### config.mk
export PLATFORM = sky130hd
export DESIGN_NAME = fetch_stage
export DESIGN_NICKNAME = d
export VERILOG_FILES = /design/src/rtl/fetch_pkg.sv /design/src/rtl/fetch_stage_call_stack.sv /design/src/rtl/fetch_stage.sv
export SDC_FILE = /design/constraint.sdc
export NUM_CORES = 1
export LEC_CHECK = 0
export CAP_MARGIN = 20
export CORE_MARGIN = 5
export CORE_UTILIZATION = 59
export DETAILED_ROUTE_END_ITERATION = 16
export PLACE_DENSITY = 0.88
export SYNTH_ARGS = -nofsm -noshare
export SYNTH_HDL_FRONTEND = slang
export SYNTH_SLANG_ARGS = --single-unit
### constraint.sdc
create_clock -name clk -period 6.8 [get_ports clk]
set_input_delay 0.68 -clock clk [delete_from_list [all_inputs] [get_ports clk]]
set_output_delay 0.68 -clock clk [all_outputs]
set_load 0.005 [all_outputs]
### src/rtl/fetch_pkg.sv
// Shared constants and the redirect decode enum for the instruction-fetch front end.
// Optional stack occupancy flags are controlled by the STACK_FLAGS_EN macro (see call_stack).
package fetch_pkg;

  localparam int PC_W       = 13;
  localparam int INSTR_W    = 14;
  localparam int TARGET_W   = 11;
  localparam int STACK_LOG2 = 3;

  localparam logic [INSTR_W-1:0] NOP_WORD = 14'h0000;

  typedef enum logic [2:0] {
    RD_NONE,
    RD_SEQ,
    RD_JUMP,
    RD_CALL,
    RD_RET,
    RD_SKIP
  } redirect_t;

endpackage

### src/rtl/fetch_stage_call_stack.sv
// Circular hardware call/return stack; the pointer wraps, so a ninth push overwrites the oldest entry.
// With STACK_FLAGS_EN defined, a saturating occupancy counter drives sticky overflow/underflow flags.
module call_stack
  import fetch_pkg::*;
#(
  parameter int DATA_W     = PC_W,
  parameter int DEPTH_LOG2 = STACK_LOG2
) (
  input  logic                  clk,
  input  logic                  reset,
  input  logic                  push,
  input  logic                  pop,
  input  logic [DATA_W-1:0]     push_data,
  output logic [DATA_W-1:0]     top_data,
  output logic [DEPTH_LOG2-1:0] ptr,
  output logic                  overflow,
  output logic                  underflow
);

  logic [DATA_W-1:0] entries [2**DEPTH_LOG2];

  // Contents are deliberately left out of reset.
  always_ff @(posedge clk) begin
    if (push) begin
      entries[ptr] <= push_data;
    end
  end

  always_ff @(posedge clk or negedge reset) begin
    if (!reset) begin
      ptr <= '0;
    end else if (push) begin
      ptr <= ptr + DEPTH_LOG2'(1);
    end else if (pop) begin
      ptr <= ptr - DEPTH_LOG2'(1);
    end
  end

  assign top_data = entries[ptr - DEPTH_LOG2'(1)];

`ifdef STACK_FLAGS_EN
  localparam int CNT_W = DEPTH_LOG2 + 1;
  localparam logic [CNT_W-1:0] FULL = CNT_W'(2**DEPTH_LOG2);

  logic [CNT_W-1:0] count;

  // Count saturates at empty/full while the pointer keeps wrapping.
  always_ff @(posedge clk or negedge reset) begin
    if (!reset) begin
      count     <= '0;
      overflow  <= 1'b0;
      underflow <= 1'b0;
    end else if (push) begin
      if (count == FULL) begin
        overflow <= 1'b1;
      end else begin
        count <= count + CNT_W'(1);
      end
    end else if (pop) begin
      if (count == '0) begin
        underflow <= 1'b1;
      end else begin
        count <= count - CNT_W'(1);
      end
    end
  end
`else
  assign overflow  = 1'b0;
  assign underflow = 1'b0;
`endif

endmodule

### src/rtl/fetch_stage.sv
// Fetch front end: owns the PC and call stack, drives the 1-cycle synchronous instruction
// memory and inserts a NOP bubble on redirects. Optional feature macro: STACK_FLAGS_EN.
module fetch_stage
  import fetch_pkg::*;
#(
  parameter int PC_WIDTH         = PC_W,
  parameter int INSTR_WIDTH      = INSTR_W,
  parameter int TARGET_WIDTH     = TARGET_W,
  parameter int STACK_DEPTH_LOG2 = STACK_LOG2
) (
  input  logic                        clk,
  input  logic                        reset,
  input  logic                        stall,
  input  logic                        jump_valid,
  input  logic                        jump_is_call,
  input  logic [TARGET_WIDTH-1:0]     jump_target,
  input  logic                        ret_valid,
  input  logic                        skip,
  output logic [PC_WIDTH-1:0]         imem_addr,
  output logic                        imem_en,
  input  logic [INSTR_WIDTH-1:0]      imem_data,
  output logic [INSTR_WIDTH-1:0]      instr,
  output logic                        instr_valid,
  output logic [PC_WIDTH-1:0]         instr_pc,
  output logic [STACK_DEPTH_LOG2-1:0] stack_ptr,
  output logic                        stack_overflow,
  output logic                        stack_underflow
);

  redirect_t           redirect;
  logic [PC_WIDTH-1:0] pc;
  logic [PC_WIDTH-1:0] pc_next;
  logic [PC_WIDTH-1:0] stack_top;
  logic                push;
  logic                pop;

  // Fixed priority: stall > return > jump/call > skip > sequential.
  always_comb begin
    redirect = RD_NONE;
    if (stall) begin
      redirect = RD_NONE;
    end else if (ret_valid) begin
      redirect = RD_RET;
    end else if (jump_valid) begin
      redirect = jump_is_call ? RD_CALL : RD_JUMP;
    end else if (skip) begin
      redirect = RD_SKIP;
    end else begin
      redirect = RD_SEQ;
    end
  end

  always_comb begin
    pc_next = pc;
    case (redirect)
      RD_SEQ, RD_SKIP:  pc_next = pc + PC_WIDTH'(1);
      RD_JUMP, RD_CALL: pc_next = PC_WIDTH'(jump_target);
      RD_RET:           pc_next = stack_top;
      default:          pc_next = pc;
    endcase
  end

  // pc is the address in flight, so it is also the return address pushed by a call.
  assign push = (redirect == RD_CALL);
  assign pop  = (redirect == RD_RET);

  always_ff @(posedge clk or negedge reset) begin
    if (!reset) begin
      pc          <= '0;
      instr_pc    <= '0;
      instr_valid <= 1'b0;
    end else if (redirect != RD_NONE) begin
      pc          <= pc_next;
      instr_pc    <= pc;
      instr_valid <= (redirect == RD_SEQ);
    end
  end

  assign imem_addr = pc;
  assign imem_en   = ~stall;
  assign instr     = instr_valid ? imem_data : INSTR_WIDTH'(NOP_WORD);

  call_stack #(
    .DATA_W     (PC_WIDTH),
    .DEPTH_LOG2 (STACK_DEPTH_LOG2)
  ) u_call_stack (
    .clk       (clk),
    .reset     (reset),
    .push      (push),
    .pop       (pop),
    .push_data (pc),
    .top_data  (stack_top),
    .ptr       (stack_ptr),
    .overflow  (stack_overflow),
    .underflow (stack_underflow)
  );

endmodule

==> reports/summary.log, run 1 <==
[run_status] outcome finished clean
[critical_path] WP data required 6.12 ns
[placed_design] instance area after placement 6546 sq um
[placed_design] count of buffers from port buffering 76
[timing] worst clock skew 0.005628 ns
[die] # IOs 79
[timing] count of endpoints failing setup in the final report 0
[timing] maximum clock frequency 0.3299 GHz
[routing] DRT Pass-1 Iters 6
[cells_and_area] net total in the final layout 502
[routing] average wire per standard cell 24.24 microns
[pwr] Max VDD drop 0.0002307 V
[critical_path] worst-path maximum fanout 31
[synthesis] Post-synth EDFFs 104
[clock_network] quantity of hold-fixing buffers added after cts 0
[timing] setup_tns 0 ns
[timing] Slew @ Worst Pin 1.055 ns
[routing] total number of vias 3970
[critical_path] critical path, cell by cell clkdlybuf4s50_1 > buf_4 > clkinv_1 > clkdlybuf4s50_1
[clock_network] post-CTS setup buffer count 0
[pwr] power share of the sequential group 0.408
[cells_and_area] share of cells above drive strength 1 0.1417
[cells_and_area] leading cell type in the layout, fill and taps excluded sky130_fd_sc_hd__edfxtp_1
[critical_path] max incr delay on CP 0.54 ns
[placed_design] pre-CTS worst setup slack 3.390 ns
[synthesis] Seq/Total Area, Yosys 0.6836
[cells_and_area] Area growth syn-to-layout 26.85%
[placed_design] post-detailed-placement half-perimeter wirelength 9182 microns
[global_routing] GRT overflow 0
[pwr] switching share of total power 0.3433
[clock_network] clock latency on the worst-skew pair 0.52 ns
[timing] number of endpoints with negative hold slack in the final report 0
[critical_path] cell class contributing the biggest share of worst-path delay buffers and inverters
[synthesis] number of synthesized register bits 134
[timing] setup repair after global routing missed its margin false
[pwr] fraction of power consumed by the clock network 0.277
[critical_path] kind of capture point of the worst setup path output port
[die] row count 35
[die] horizontal die dimension 108 microns
[critical_path] critical-path cell with the highest stage delay sky130_fd_sc_hd__clkdlybuf4s50_1
[critical_path] category of the worst setup path launch point primary input
[die] starting density of the core 0.6104
[synthesis] netlist area before placement 5667 sq um
[routing] remaining design rule violation count 0
[timing] remaining max-slew budget at the tightest pin 0.2913
[critical_path] count of buffer and inverter cells on the critical path 4
[pwr] overall power after layout 3170 uW
[critical_path] crit path kind in -> out
[global_routing] via count of the first global-routing pass 4009
[pwr] pwr dens 440.9 nW/um^2
[clock_network] number of buffers on the longest clock path 2
[timing] final max-slew violation count 0
[synthesis] leading register cell type out of synthesis sky130_fd_sc_hd__edfxtp_1
[timing] final period utilization 0.4458
[timing] time the worst path needs with I/O delays and setup 3.031 ns
[synthesis] Warnings, synthesis 0
[routing] Routed Wire Length 14760 microns
[clock_network] total clock sinks 134
[global_routing] maximum number of pins on one net before global-route repair 32
[clock_network] CTS tree yes
[routing] per-cell via count in the routed design 6.519
[pwr] internal cell power 2081 uW
[clock_network] CTS H-tree depth 4
[pwr] Static Leakage 0.002573 uW
[clock_network] clock-pin slew on the worst setup and hold paths 0.06 ns
[routing] remaining antenna violation count after routing 0
[timing] post-route worst setup slack 3.769 ns
[pwr] share of power burned in combinational logic 0.315
[flow_run] # Max-Cap Violations 0
[critical_path] most common cell type on the critical path sky130_fd_sc_hd__clkdlybuf4s50_1
[global_routing] overall routing resource usage 0.2743
[die] vertical die dimension 108 microns
[cells_and_area] Post-Layout Inst Area 7188 sq um
[global_routing] initial antenna violation count 0
[pwr] switching power 1088 uW
[synthesis] post-synthesis average cell area 14.91 sq um
[clock_network] root buffer selected by CTS sky130_fd_sc_hd__clkbuf_8
[clock_network] TritonCTS Buffers 17
[synthesis] Post-Syn Instances 380
[min_path] worst min-delay path category reg -> reg
[critical_path] WP data arrival 2.35 ns
[cells_and_area] antenna fix cells 0
[synthesis] Unique masters post-synth 46
[global_routing] wire length of the first global-routing pass 23070 microns
[cells_and_area] top library cells by usage in the layout, fill and taps aside sky130_fd_sc_hd__edfxtp_1, sky130_fd_sc_hd__clkdlybuf4s50_1, sky130_fd_sc_hd__nand2_1
[die] full die area 11660 sq um
[synthesis] ys async rst share 0.2239
[clock_network] count of instances resized after the clock tree is built 0
[die] Core ar. 9284 sq um
[routing] Starting DRT DRC Count 796
[placed_design] Final Wtd Congestion 0.9155
[cells in the mapped netlist, types with 2 or more instances]
| master | n | area (sq um) |
|---|---|---|
| sky130_fd_sc_hd__buf_1 | 3 | 11.26 |
| sky130_fd_sc_hd__mux4_2 | 10 | 225.2 |
| sky130_fd_sc_hd__a22oi_1 | 6 | 45.04 |
| sky130_fd_sc_hd__edfxtp_1 | 104 | 3123 |
| sky130_fd_sc_hd__clkbuf_1 | 9 | 33.78 |
| sky130_fd_sc_hd__nor2_1 | 26 | 97.59 |
| sky130_fd_sc_hd__a21oi_1 | 10 | 50.05 |
| sky130_fd_sc_hd__o211ai_1 | 5 | 37.54 |
| sky130_fd_sc_hd__nor2b_1 | 3 | 18.77 |
| sky130_fd_sc_hd__xnor2_1 | 3 | 26.28 |
| sky130_fd_sc_hd__nor3_1 | 5 | 25.02 |
| sky130_fd_sc_hd__inv_1 | 7 | 26.28 |
| sky130_fd_sc_hd__nor4_1 | 3 | 18.77 |
| sky130_fd_sc_hd__and3_1 | 2 | 12.51 |
| sky130_fd_sc_hd__buf_2 | 6 | 30.03 |
| sky130_fd_sc_hd__ha_1 | 3 | 37.54 |
| sky130_fd_sc_hd__buf_4 | 3 | 22.52 |
| sky130_fd_sc_hd__mux4_1 | 6 | 157.7 |
| sky130_fd_sc_hd__dfrtp_1 | 30 | 750.7 |
| sky130_fd_sc_hd__mux2_2 | 11 | 123.9 |
| sky130_fd_sc_hd__nand3_1 | 16 | 80.08 |
| sky130_fd_sc_hd__nand4_1 | 4 | 25.02 |
| sky130_fd_sc_hd__o21ai_0 | 13 | 65.06 |
| sky130_fd_sc_hd__o31ai_1 | 2 | 15.01 |
| sky130_fd_sc_hd__a221oi_1 | 3 | 26.28 |
| sky130_fd_sc_hd__a31oi_1 | 3 | 18.77 |
| sky130_fd_sc_hd__o311ai_0 | 2 | 17.52 |
| sky130_fd_sc_hd__mux2i_1 | 19 | 190.2 |
| sky130_fd_sc_hd__and2_1 | 15 | 93.84 |
| sky130_fd_sc_hd__nand2_1 | 32 | 120.1 |
[through the flow]
step / util / hold slack, ns / instances
floorplan: - / 0.3844 / 381
global placement: 0.7039 / 0.4762 / 569
detailed placement: 0.7051 / 0.4886 / 570
CTS: 0.7667 / 0.5052 / 602
global route: 0.7743 / 0.5155 / 609
finish: 0.7743 / 0.5048 / 609
[logic make-up after synthesis]
| family | synth area share |
|---|---|
| flops | 0.6836 |
| other cells | 0.0006618 |
| mux | 0.1230 |
| simple gates | 0.09185 |
| compound gates | 0.06227 |
| xor+xnor | 0.009496 |
| buf+inv | 0.02252 |
| fa+ha+maj | 0.006625 |
[per-layer routing]
layer,global-route usage,routed length [microns],up-vias
met5,0,0,-
met4,0.1235,718,0
met3,0.08537,1841,75
met2,0.4179,6819,373
met1,0.3663,5380,1883
li1,-,-,1639
[sequential cells by signal, indices dropped and copies added (netlist names)]
| register | cells |
|---|---|
| u_call_stack.ptr | 3 |
| u_call_stack.entries | 104 |
| imem_addr | 13 |
| instr_pc | 13 |
| instr_valid | 1 |
[path summary, 6_finish.rpt]
path | start | end | slack, ns | cells past startpoint
min | instr_pc[2]$_DFFE_PN0P_ | instr_pc[2]$_DFFE_PN0P_ | 0.50 | 1
min in group asynchronous | reset | instr_pc[3]$_DFFE_PN0P_ | 0.58 | 2
max in group asynchronous | reset | imem_addr[6]$_DFFE_PN0P_ | 5.91 | 2
max | stall | imem_en | 3.77 | 4
min reg2reg | instr_pc[2]$_DFFE_PN0P_ | instr_pc[2]$_DFFE_PN0P_ | 0.50 | 1
max reg2reg | u_call_stack.ptr[1]$_DFFE_PN0P_ | imem_addr[11]$_DFFE_PN0P_ | 3.95 | 7
[worst reg2reg max path: cells and delay by family (launching register included)]
| kind | cells | cell delay, ns |
|---|---|---|
| fa+ha+maj | 1 | 0.37 |
| compound gates | 3 | 0.43 |
| xor+xnor | 1 | 0.62 |
| mux | 1 | 0.67 |
| buf+inv | 1 | 0.16 |
| flops | 1 | 0.49 |
[area by class of cell]
type	count	area, sq um
Clock buffer	19	421.7
Fill cell	540	2096
Tap cell	129	161.4
Clock inverter	13	150.1
Multi-Input combinational cell	218	1679
Sequential cell	134	3874
Timing Repair Buffer	88	872.1
Inverter	8	30.03
[power groups by stage]
stage                     clock network [uW]  logic [uW]  registers [uW]
after CTS                                883         982            1290
after global routing                     926        1060            1320
after detailed placement                   0         956            1310
final                                    879         997            1290
after floorplan                            0         600            1210
after global placement                     0         927            1290
Power figures use the tool's default switching activity.
==> run 2: changes to the inputs <==
--- a/config.mk
+++ b/config.mk
@@ -7,9 +7,9 @@
 export LEC_CHECK = 0
 export CAP_MARGIN = 20
 export CORE_MARGIN = 5
-export CORE_UTILIZATION = 59
+export CORE_UTILIZATION = 54
 export DETAILED_ROUTE_END_ITERATION = 16
-export PLACE_DENSITY = 0.88
+export PLACE_DENSITY = 0.82
 export SYNTH_ARGS = -nofsm -noshare
 export SYNTH_HDL_FRONTEND = slang
 export SYNTH_SLANG_ARGS = --single-unit
==> constraint.sdc (replaced) <==
create_clock -name clk -period 2.85 [get_ports clk]
set_input_delay 0.285 -clock clk [delete_from_list [all_inputs] [get_ports clk]]
set_output_delay 0.285 -clock clk [all_outputs]
set_load 0.005 [all_outputs]
==> run 2 against run 1 <==
Critical path depth rose by 3. Largest cell class unchanged. Sequential power is 130% higher. Largest power group unchanged. Clock power rose by 120%.
==> reports/summary.log, run 2 (synthesized netlist as in run 1, its figures left out) <==
[critical_path] WP data arrival 2.91 ns [was 2.35 ns]
[routing] remaining design rule violation count 0 [unchanged]
[routing] DRT Pass-1 Iters 5 [was 6]
[die] full die area 12640 sq um [was 11660 sq um]
[cells_and_area] net total in the final layout 516 [was 502]
[cells_and_area] fraction of the core area covered by cells at the end of the flow 0.7048 [was 0.7743]
[clock_network] number of buffers on the longest clock path 2 [unchanged]
[global_routing] maximum number of pins on one net before global-route repair 31 [was 32]
[clock_network] CTS tree yes [unchanged]
[critical_path] launching point of the worst reg2reg path u_call_stack.ptr[1]$_DFFE_PN0P_ [unchanged]
[placed_design] Final Wtd Congestion 0.8789 [was 0.9155]
[die] # IOs 79 [unchanged]
[clock_network] clock latency on the worst-skew pair 0.52 ns [about the same]
[timing] final period utilization 0.8870
[routing] total number of vias 3799 [was 3970]
[global_routing] GRT overflow 0 [unchanged]
[clock_network] quantity of hold-fixing buffers added after cts 0 [unchanged]
[critical_path] setup slack on the worst flop-to-flop path 0.32 ns [was 3.95 ns]
[critical_path] critical path, cell by cell inv_1 > ha_1 > xor2_4 > mux4_1 > o21a_1 > o21ai_1 > o211ai_1 [was clkdlybuf4s50_1 > buf_4 > clkinv_1 > clkdlybuf4s50_1]
[clock_network] total clock sinks 134 [unchanged]
[critical_path] R2R Path End imem_addr[11]$_DFFE_PN0P_ [unchanged]
[critical_path] max incr delay on CP 0.63 ns [was 0.54 ns]
[routing] remaining antenna violation count after routing 0 [unchanged]
[global_routing] wire length of the first global-routing pass 22510 microns [was 23070 microns]
[run_status] outcome finished clean [unchanged]
[global_routing] met1 GRT Util 0.3032 [was 0.3663]
[routing] Routed Wire Length 14020 microns [was 14760 microns]
[die] vertical die dimension 112.4 microns [was 108 microns]
[timing] Slew @ Worst Pin 0.5928 ns [was 1.055 ns]
[flow_run] # Max-Cap Violations 0 [unchanged]
[placed_design] count of buffers from port buffering 76 [unchanged]
[cells_and_area] antenna fix cells 0 [unchanged]
[global_routing] routing usage on met3 0.06792 [was 0.08537]
[clock_network] clock-pin slew on the worst setup and hold paths 0.05 ns [was 0.06 ns]
[critical_path] number of cell instances on the worst register-to-register path 7 [unchanged]
[cells_and_area] number of standard cells in the layout, taps in and fillers out 630 [was 609]
[global_routing] via count of the first global-routing pass 3958 [was 4009]
[clock_network] TritonCTS Buffers 17 [unchanged]
[placed_design] post-detailed-placement half-perimeter wirelength 9143 microns [was 9182 microns]
[min_path] worst min-delay path category in -> async [was reg -> reg]
[pwr] Max VDD drop 0.0005896 V [was 0.0002307 V]
[critical_path] category of the worst setup path launch point register [was primary input]
[clock_network] count of instances resized after the clock tree is built 0 [unchanged]
[global_routing] gr busiest metal met2 [unchanged]
[cells_and_area] flip-flop and latch area 3874 sq um [unchanged]
[cells_and_area] number of fill cells in the layout 659 [was 540]
[critical_path] crit path kind reg -> reg [was in -> out]
[die] starting density of the core 0.5514 [was 0.6104]
[routing] Starting DRT DRC Count 486 [was 796]
[critical_path] WP data required 3.23 ns [was 6.12 ns]
[timing] remaining max-slew budget at the tightest pin 0.6040 [was 0.2913]
[clock_network] CTS H-tree depth 4 [unchanged]
[global_routing] overall routing resource usage 0.2372 [was 0.2743]
[die] row count 37 [was 35]
[cells_and_area] register name with the most flops u_call_stack.entries [unchanged]
[cells_and_area] leading cell type in the layout, fill and taps excluded sky130_fd_sc_hd__edfxtp_1 [unchanged]
[clock_network] post-CTS setup buffer count 0 [unchanged]
[timing] maximum clock frequency 0.3956 GHz
[cells_and_area] Area growth syn-to-layout 27.82% [was 26.85%]
[die] horizontal die dimension 112.4 microns [was 108 microns]
[global_routing] routing usage on met2 0.3766 [was 0.4179]
[placed_design] placed instance count 598 [was 570]
[timing] number of endpoints with negative hold slack in the final report 0 [unchanged]
[routing] average wire per standard cell 22.25 microns [was 24.24 microns]
[global_routing] initial antenna violation count 0 [unchanged]
[cells_and_area] top library cells by usage in the layout, fill and taps aside sky130_fd_sc_hd__edfxtp_1, sky130_fd_sc_hd__clkdlybuf4s50_1, sky130_fd_sc_hd__nand2_1 [unchanged]
[pwr] Static Leakage 0.002644 uW [was 0.002573 uW]
[die] Core ar. 10280 sq um [was 9284 sq um]
[cells_and_area] max FFs per register 104 [unchanged]
[pwr] pwr dens 1018 nW/um^2 [was 440.9 nW/um^2]
[routing] per-cell via count in the routed design 6.030 [was 6.519]
[cells_and_area] share of cells above drive strength 1 0.1579 [was 0.1417]
[timing] worst clock skew 0.008843 ns [was 0.005628 ns]
[timing] final max-slew violation count 0 [unchanged]
[timing] time the worst path needs with I/O delays and setup 2.528 ns
[critical_path] critical-path cell with the highest stage delay sky130_fd_sc_hd__mux4_1 [was sky130_fd_sc_hd__clkdlybuf4s50_1]
[timing] count of endpoints failing setup in the final report 0 [unchanged]
[cells_and_area] multi-input combinational cell area 1679 sq um [unchanged]
[timing] setup_tns 0 ns [unchanged]
[timing] setup repair after global routing missed its margin false [unchanged]
[critical_path] worst-path maximum fanout 10 [was 31]
[critical_path] kind of capture point of the worst setup path register [was output port]
[clock_network] root buffer selected by CTS sky130_fd_sc_hd__clkbuf_8 [unchanged]
==> run 2: cell count changes in the layout (fill, tap and decap cells not counted), sizes merged <==
cell      before  now
clkbuf        20   27
inv           10    7
bufinv         2    0
clkinv         4    6
buf           11   26
clkinvlp       5    0
==> run 2: how the worst max path moves through the flow <==
stage / startpoint / end / slack (ns) / depth (start not counted)
6_report: u_call_stack.ptr[1]$_DFFE_PN0P_ / imem_addr[11]$_DFFE_PN0P_ / 0.32 / 7
5_1_grt: u_call_stack.ptr[1]$_DFFE_PN0P_ / imem_addr[11]$_DFFE_PN0P_ / 0.18 / 7
3_5_place_dp: u_call_stack.ptr[1]$_DFFE_PN0P_ / imem_addr[11]$_DFFE_PN0P_ / 0.34 / 7
2_1_floorplan: u_call_stack.ptr[0]$_DFFE_PN0P_ / imem_addr[11]$_DFFE_PN0P_ / 0.25 / 9
4_1_cts: u_call_stack.ptr[1]$_DFFE_PN0P_ / imem_addr[11]$_DFFE_PN0P_ / 0.32 / 7
3_3_place_gp: u_call_stack.ptr[1]$_DFFE_PN0P_ / imem_addr[11]$_DFFE_PN0P_ / 0.48 / 7
==> run 2: power breakdown <==
| part | internal, uW | total, uW | switching, uW |
|---|---|---|---|
| Clock | 1200 | 1940 | 739 |
| Sequential | 2550 | 2950 | 394 |
| Combinational | 1230 | 2490 | 1260 |
| Total | 4980 | 7380 | 2390 |
==> run 2: metrics by stage <==
stage                     setup slack [ns]  hold slack, ns  area [sq um]  total power (uW)
after detailed placement            0.3389          0.4817          6709              5406
final                               0.3219          0.1789          7243              7375
after global routing                0.1760          0.2002          7243              7731
after CTS                           0.3205          0.1655          7243              7377
after global placement              0.4804          0.4719          6709              5323
after floorplan                     0.2549        -0.01059          5670              4320
==> run 2: area by class of cell <==
cell class	count	area share
Inverter	8	0.004146
Clock inverter	5	0.003109
Multi-Input combinational cell	218	0.2318
Timing Repair Buffer	102	0.1320
Sequential cell	134	0.5348
Clock buffer	27	0.07065
Tap cell	136	0.02349
==> run 2: worst max-delay path, delay by kind of cell (launching register included) <==
family                     cells  cell delay [ns]
DFF                            1             0.50
xor gates and xnor gates       1             0.45
buffers and inverters          1             0.12
adders and majority gates      1             0.30
muxes                          1             0.63
AOI/OAI and AO/OA              3             0.39
==> run 2: layer usage <==
metal	vias up	wire length (microns)
met5	-	0
li1	1652	-
met3	43	1383
met1	1862	5318
met2	242	6857
met4	0	456
